[src/rtl/regfile_mp_if.sv]
// regfile_mp_if: write, read, scoreboard and clear signals of the multi-port register file
interface regfile_mp_if #(
  parameter int XLEN = 32,
  parameter int NREG = 32,
  parameter int NRD  = 2
);
  localparam int AW = $clog2(NREG);
  logic                we0;
  logic [AW-1:0]       wa0;
  logic [XLEN-1:0]     wd0;
  logic                we1;
  logic [AW-1:0]       wa1;
  logic [XLEN-1:0]     wd1;
  logic [NRD*AW-1:0]   ra;
  logic [NRD*XLEN-1:0] rdata;
  logic                sb_set;
  logic [AW-1:0]       sb_addr;
  logic [NREG-1:0]     sb_pend;
  logic                clr_req;
  logic                clr_busy;
  modport master (
    output we0, wa0, wd0, we1, wa1, wd1, ra, sb_set, sb_addr, clr_req,
    input  rdata, sb_pend, clr_busy
  );
  modport slave (
    input  we0, wa0, wd0, we1, wa1, wd1, ra, sb_set, sb_addr, clr_req,
    output rdata, sb_pend, clr_busy
  );
endinterface

[src/rtl/regfile_mp.sv]
// regfile_mp: dual-write multi-read register file with bypass, pending scoreboard and clear sweep
module regfile_mp #(
  parameter int XLEN     = 32,
  parameter int NREG     = 32,
  parameter int NRD      = 2,
  parameter int ZERO_REG = 1,
  parameter int BYPASS   = 1
) (
  input logic         clk,
  input logic         rst_n,
  regfile_mp_if.slave bus
);
  localparam int AW = $clog2(NREG);
  typedef enum logic {IDLE, CLEAR} state_t;
  state_t              state_q, state_d;
  logic [AW:0]         idx_q, idx_d;
  logic [XLEN-1:0]     regs_q [NREG];
  logic [XLEN-1:0]     regs_d [NREG];
  logic [NREG-1:0]     pend_q, pend_d;
  logic                busy, last, wen0, wen1;
  logic [AW-1:0]       ci, ra_k;
  logic [NRD*XLEN-1:0] rdata_c;
  assign busy = state_q == CLEAR;
  assign ci   = idx_q[AW-1:0];
  assign last = idx_q == (AW+1)'(NREG-1);
  assign wen0 = bus.we0 && !busy && !(ZERO_REG != 0 && bus.wa0 == '0);
  assign wen1 = bus.we1 && !busy && !(ZERO_REG != 0 && bus.wa1 == '0);
  always_comb begin
    state_d = busy ? (last ? IDLE : CLEAR) : (bus.clr_req ? CLEAR : IDLE);
    idx_d   = (busy && !last) ? idx_q + (AW+1)'(1) : '0;
  end
  always_comb begin
    regs_d = regs_q;
    if (wen0) regs_d[bus.wa0] = bus.wd0;
    if (wen1) regs_d[bus.wa1] = bus.wd1;
    if (busy) regs_d[ci] = '0;
  end
  always_comb begin
    pend_d = pend_q;
    if (wen0) pend_d[bus.wa0] = 1'b0;
    if (wen1) pend_d[bus.wa1] = 1'b0;
    if (bus.sb_set && !busy) pend_d[bus.sb_addr] = 1'b1;
    if (busy) pend_d[ci] = 1'b0;
    if (ZERO_REG != 0) pend_d[0] = 1'b0;
  end
  always_comb begin
    rdata_c = '0;
    ra_k    = '0;
    for (int k = 0; k < NRD; k++) begin
      ra_k = bus.ra[k*AW +: AW];
      rdata_c[k*XLEN +: XLEN] =
        (ZERO_REG != 0 && ra_k == '0)              ? '0 :
        busy                                       ? '0 :
        (BYPASS != 0 && bus.we1 && bus.wa1 == ra_k) ? bus.wd1 :
        (BYPASS != 0 && bus.we0 && bus.wa0 == ra_k) ? bus.wd0 :
        regs_q[ra_k];
    end
  end
  always_ff @(posedge clk or negedge rst_n) begin
    if (!rst_n) begin
      state_q <= IDLE;
      idx_q   <= '0;
      pend_q  <= '0;
      for (int i = 0; i < NREG; i++) regs_q[i] <= '0;
    end else begin
      state_q <= state_d;
      idx_q   <= idx_d;
      pend_q  <= pend_d;
      regs_q  <= regs_d;
    end
  end
  assign bus.rdata    = rdata_c;
  assign bus.sb_pend  = pend_q;
  assign bus.clr_busy = busy;
endmodule

[src/flat_wrapper.sv]
// flat-port wrapper written by rule: the top's interface ports become plain ports
module regfile_mp_flat 
#(
  parameter int XLEN     = 32,
  parameter int NREG     = 32,
  parameter int NRD      = 2,
  parameter int ZERO_REG = 1,
  parameter int BYPASS   = 1
)
  (clk, rst_n, bus_we0, bus_wa0, bus_wd0, bus_we1, bus_wa1, bus_wd1, bus_ra, bus_sb_set, bus_sb_addr, bus_clr_req, bus_rdata, bus_sb_pend, bus_clr_busy);
  regfile_mp_if #(.XLEN(XLEN), .NREG(NREG), .NRD(NRD)) bus_i ();
  input logic clk;
  input logic rst_n;
  input wire logic [$bits(bus_i.we0)-1:0] bus_we0;
  input wire logic [$bits(bus_i.wa0)-1:0] bus_wa0;
  input wire logic [$bits(bus_i.wd0)-1:0] bus_wd0;
  input wire logic [$bits(bus_i.we1)-1:0] bus_we1;
  input wire logic [$bits(bus_i.wa1)-1:0] bus_wa1;
  input wire logic [$bits(bus_i.wd1)-1:0] bus_wd1;
  input wire logic [$bits(bus_i.ra)-1:0] bus_ra;
  input wire logic [$bits(bus_i.sb_set)-1:0] bus_sb_set;
  input wire logic [$bits(bus_i.sb_addr)-1:0] bus_sb_addr;
  input wire logic [$bits(bus_i.clr_req)-1:0] bus_clr_req;
  output wire logic [$bits(bus_i.rdata)-1:0] bus_rdata;
  output wire logic [$bits(bus_i.sb_pend)-1:0] bus_sb_pend;
  output wire logic [$bits(bus_i.clr_busy)-1:0] bus_clr_busy;
  assign bus_i.we0 = bus_we0;
  assign bus_i.wa0 = bus_wa0;
  assign bus_i.wd0 = bus_wd0;
  assign bus_i.we1 = bus_we1;
  assign bus_i.wa1 = bus_wa1;
  assign bus_i.wd1 = bus_wd1;
  assign bus_i.ra = bus_ra;
  assign bus_i.sb_set = bus_sb_set;
  assign bus_i.sb_addr = bus_sb_addr;
  assign bus_i.clr_req = bus_clr_req;
  assign bus_rdata = bus_i.rdata;
  assign bus_sb_pend = bus_i.sb_pend;
  assign bus_clr_busy = bus_i.clr_busy;
  regfile_mp #(.XLEN(XLEN), .NREG(NREG), .NRD(NRD), .ZERO_REG(ZERO_REG), .BYPASS(BYPASS)) u_core (.clk(clk), .rst_n(rst_n), .bus(bus_i));
endmodule
[config.mk]
export PLATFORM = sky130hd
export DESIGN_NAME = regfile_mp_flat
export DESIGN_NICKNAME = d
export VERILOG_FILES = /design/src/rtl/regfile_mp_if.sv /design/src/rtl/regfile_mp.sv /design/src/flat_wrapper.sv
export SDC_FILE = /design/constraint.sdc
export NUM_CORES = 2
export LEC_CHECK = 0
export CAP_MARGIN = 40
export CORE_MARGIN = 3
export CORE_UTILIZATION = 45
export DETAILED_ROUTE_END_ITERATION = 7
export DONT_BUFFER_PORTS = 1
export GPL_TIMING_DRIVEN = 0
export PLACE_DENSITY = 0.62
export SYNTH_ARGS = -nofsm -noshare
export SYNTH_HDL_FRONTEND = slang
export SYNTH_SLANG_ARGS = --single-unit
[constraint.sdc]
create_clock -name clk -period 3.7 [get_ports clk]
set_input_delay 0.74 -clock clk [delete_from_list [all_inputs] [get_ports clk]]
set_output_delay 0.74 -clock clk [all_outputs]
set_load 0.005 [all_outputs]
### Yosys cells after proc, flatten, opt, wreduce, memory -nomap -nowiden

Index checks and enable logic that the tools add are counted.

* mux-type cells: 41
* shifts and indexed selects: 0
* reduce and logical (&&, ||, !) cells: 25
* order comparisons: 16
* divide/modulo/power cells: 0
* bitwise gates (word level): 14
* multiply operators: 0
* equality and inequality tests: 5
* add/subtract/negate cells: 1

Operators by type and width (count)
* $mux 1024: 3
* $bwmux 1024: 2
* $and 1024x1024->1024: 1
* $not 1024->1024: 1
* $mux 32: 19
* $demux 32 s5: 3
* $bmux 32 s5: 2
* $and 32x32->32: 3
* $not 32->32: 3
* $or 32x32->32: 1
* $ge 6x6->1 const B: 5
* $not 5->6: 5
* $lt 5x6->1 const B: 4
* $demux 1 s5: 4
* $eq 5x5->1: 4
* $ge 5x1->1 const B: 4
* $logic_not 5->1: 4
* $lt 6x1->1 const B: 3
* $logic_and 1x1->1: 17
* $mux 1: 7
* $add 6x1->6 const B: 1
* $eq 6x5->1 const B: 1
* $mux 6: 1
* $logic_not 1->1: 4

* logic and storage cells: 137
* latch bits: 0
* input port bits: 95
* memories kept: 0
* register bits after elaboration: 1062
* memory bits (read-only): 0
* output and inout bits: 97
* bits in writable memories: 0

### Depth between registers and ports, before layout

* depth in word-level cells: 13
* depth in mapped cells: 9
* depth with buffers taken out: 5

### Worst setup path after synthesis

OpenSTA, ideal clock, no wires.

* kind: input to output
* from: in bus_ra[2]
* to: out bus_rdata[10]
* path slack: 0.581 ns
* arrival: 2.379 ns
* cell stages on the path: 7
* required time: 2.960 ns
* path buffers: 3
* cell sequence: buf_2 > buf_2 > clkbuf_1 > mux4_2 > mux4_2 > o21ai_1 > o22ai_1

* longest elaborated chain between the ends: 8
* elaborated cells on any way between the ends: 13
* those cells by class: eq/ne: 2; mux: 7; bitwise: 1; reduce/logical: 3

Ends and longest elaborated chain
* start: declaration: RTL line flat_wrapper.sv:20 `input wire logic [$bits(bus_i.ra)-1:0] bus_ra;`
* $not 5->6 (implied by the code): RTL line regfile_mp.sv:56 `regs_q[ra_k];`
* $bmux 32 s5: RTL line regfile_mp.sv:56
* $mux 32 (implied by the code) (2 in a row): RTL line regfile_mp.sv:56
* $mux 32: RTL line regfile_mp.sv:55 `(BYPASS != 0 && bus.we0 && bus.wa0 == ra_k) ? bus.wd0 :`
* $mux 32: RTL line regfile_mp.sv:54 `(BYPASS != 0 && bus.we1 && bus.wa1 == ra_k) ? bus.wd1 :`
* $mux 32: RTL line regfile_mp.sv:53 `busy ? '0 :`
* $mux 32 (*): RTL line regfile_mp.sv:52 `(ZERO_REG != 0 && ra_k == '0) ? '0 :`
* end: declaration: RTL line flat_wrapper.sv:24 `output wire logic [$bits(bus_i.rdata)-1:0] bus_rdata;`

Mark *: on every way between the ends. The rest lies on a longest branch, timed or not. The select of a mux whose other input is x is not followed.

### Worst setup path in the final report

* from: in bus_ra[6]
* to: out bus_rdata[53]

The elaborated chain is that of the path after synthesis.

==> results.toml <==
[power_and_ir_drop]
combPwrFrac_pct = 21.3
seq_power_share_pct = 40.2
p_sw_share_pct = 32.1
clkPwrFrac_pct = 38.5
power_leakage_nw = 33.4
p_switching_mw = 11.3
ir_worst_vdd_v = 0.000551
powerDensity_mw_per_mm2 = 446
intPower_mw = 23.9

[cells_and_area]
finalNetCount = 6836
syn2layout_area_growth_pct = 13.2
instances_no_fill = 8886
drive_gt1_share_pct = 18.8

[yosys]
syn_area_sq_mm = 0.0696
yosysMostFrequentCell = "nor2_1"
synth_top_cell_by_area = "dfrtp_1"
synth_area_leaders = "dfrtp_1 (38%), mux4_2 (16%), mux2i_1 (13%), a211oi_1 (9.7%), nor2_1 (6.0%)"
synth_top_area_share_pct = 38.2
synthArstFlopShare_pct = 100
ys_warn_count = 0
yosys_most_used_dff = "dfrtp_1"
syn_nets = 6659
syn_inst = 6560
avgSynthCellArea_sq_um = 10.6
synth_edf_count = 0
yosysUniqueCellTypes = 62
synth_commonest_cells = "nor2_1 (1,109), dfrtp_1 (1,062), mux2i_1 (928), a211oi_1 (896), clkbuf_1 (618)"
ys_ff_latch = 1062
ys_seq_area_share_pct = 38.2

[floorplan]
core_area_sq_mm = 0.153
die_x_um = 399
start_util_pct = 45.6
rows = 143
dieArea_sq_mm = 0.159
die_h_um = 399
ios = 192

[setup_path]
r2r-end = "u_core.regs_q[676]"
r2r_cells = 7
reg2reg_from = "u_core.bus.clr_busy"
worst-setup-path-type = "in2out"
required_ns = 2.96
startpoint_type = "primary input"
cp_max_fo = 10
ff2ff_setup_slack_ns = 0.48
crit_arrival_ns = 3.06
end_kind = "primary output"

[clock_network]
clock-sinks = 1062
cts_tree = "built"
root_buffer = "clkbuf_16"
path_clk_slew_ns = 0.06
cts_max_path_buffers = 3
worst_skew_pair.late_latency_ns = 0.80
numCtsBuffers = 130
h-tree-depth = 4

[timing]
maxSlewViolCount = 0
worstMarginPinSlew_ns = 1.29
hold_viol_final = 11
relSlewSlack_pct = 13.8
fin_ws_ns = -0.0994
final.period_utilization_pct = 103
clock_skew_ns = 0.0164
rsz0062_at_grt = "true"
fmax_mhz = 263
min_period_ns = 3.80
fin_setup_tns_ns = -1.02
setup_viol = 37
hold_ws_ns = -0.0382

[routing]
drtIter0Drc = 7722
via_per_inst = 6.73
dr_total_vias = 59800
wl_mm = 303
drtPass1Iterations = 6
antenna_left = 0
avgRoutedWirePerCell_um = 34.1
drc_errors = 0

[global_routing]
grt_max_degree = 1063
grt_pass1_wl_mm = 429
track_usage_pct = 37.6
grt_pass1_vias = 59700
antenna_found_initial = 17
grt_remaining_overflow = 0

[outcome]
violations = "negative hold slack, negative setup slack"
outcome = "finished with violations"

[placed_design]
hpwl_mm = 243
place_inst = 8618
gp_routability_congestion = 1.04
numPortBuffers = 0

[job]
drv_cap = 0

[min_path]
hp-class = "in2async"
how the worst max path moves through the flow:
stage,from,endpoint,slack (ns),cells after the start
after floorplan,bus_ra[2],bus_rdata[10],0.58,7
after global placement,bus_ra[4],bus_rdata[1],-1.93,6
after detailed placement,bus_ra[5],bus_rdata[33],-1.43,9
after CTS,bus_ra[0],bus_rdata[12],0.004,8
after global routing,bus_ra[6],bus_rdata[39],-0.02,9
final,bus_ra[6],bus_rdata[53],-0.1,9
layer usage:
layer | track usage [%] | vias up | wire [um] | part of all wire (%)
met1 | 50.7 | 30600 | 121000 | 40
met5 | 0 | - | 0 | 0
met4 | 18.3 | 0 | 16100 | 5.3
met3 | 9.74 | 654 | 32100 | 11
li1 | - | 25000 | - | -
met2 | 56.4 | 3508 | 134000 | 44
timing repair:
item                                    CTS  global route
gates resized for setup                 312           114
pin swaps                                11            21
setup buffers                             6             6
endpoints found under the hold margin  1062            27
setup endpoints to repair                64            63
kinds of logic after synthesis:
logic type	after synthesis	synth area share (%)
multiplexers	1504	31.0
buffers and inverters	990	6.16
other	1	0.00539
AND/OR/NAND/NOR	1557	9.27
flip-flops	1062	38.2
adder cells (fa/ha/maj)	4	0.0719
AO/OA/AOI/OAI	1419	15.0
XOR/XNOR	23	0.289
power groups by stage:
stage | combinational (mW) | clock, mW | sequential (mW)
2_1_floorplan | 4.60 | 0 | 13.8
3_3_place_gp | 6.44 | 0 | 14.1
3_5_place_dp | 6.68 | 0 | 14.2
4_1_cts | 6.89 | 13.6 | 14.0
5_1_grt | 7.81 | 14.0 | 14.2
6_report | 7.48 | 13.5 | 14.1
placed cells by master (no fill, tap or decap), types with 32 or more instances in the layout:
cell / instances
clkbuf_1: 566
a22oi_1: 56
buf_2: 112
mux2_2: 64
nand2_1: 204
nor2_1: 1107
nand3_1: 100
clkbuf_16: 132
buf_4: 74
inv_1: 68
dfrtp_1: 1061
buf_6: 56
o22ai_1: 95
clkbuf_4: 36
a311oi_1: 96
a21oi_1: 49
o21ai_1: 32
mux4_2: 500
buf_1: 70
mux2i_1: 926
and2_1: 45
a211oi_1: 896
o221ai_1: 32
clkbuf_2: 40
layout make-up:
| class | count | area [sq um] |
|---|---|---|
| diodes | 17 | 42.5 |
| plain buffers | 918 | 4550 |
| clock buffers | 177 | 3720 |
| clock inverters | 57 | 677 |
| fillers | 13800 | 74000 |
| inverters | 69 | 263 |
| multi-input cells | 4508 | 39900 |
| flip-flops and latches | 1062 | 26600 |
| well taps | 2030 | 2540 |
| repair buffers | 48 | 579 |
sequential cells by signal, summed over array words and instances, names as in the netlist:
| name | count |
|---|---|
| u_core.regs_q | 1024 |
| u_core.bus.sb_pend | 31 |
| u_core.idx_q | 6 |
| u_core.bus.clr_busy | 1 |
stage by stage:
| step | utilization [%] | hold WS (ns) | setup slack, ns | total power [mW] | area (sq um) |
|---|---|---|---|---|---|
| after floorplan | - | 0.444 | 0.581 | 18.4 | 69600 |
| after global placement | 47.2 | 0.470 | -1.93 | 20.6 | 72200 |
| after detailed placement | 47.5 | 0.465 | -1.43 | 20.9 | 72500 |
| after CTS | 51.2 | -0.386 | 0.00407 | 34.5 | 78200 |
| after global routing | 51.6 | 0.0423 | -0.0180 | 36.1 | 78800 |
| final | 51.6 | -0.0382 | -0.0994 | 35.2 | 78800 |
worst max-delay path: stages:
cell and delay (ns):
buf_4 0.20, buf_6 0.21, nor2b_1 0.25, clkbuf_1 0.34
clkbuf_2 0.37, a22oi_1 0.23, nand2_1 0.17, o22ai_2 0.14
o2bb2ai_2 0.37
Power figures use the tool's default switching activity.
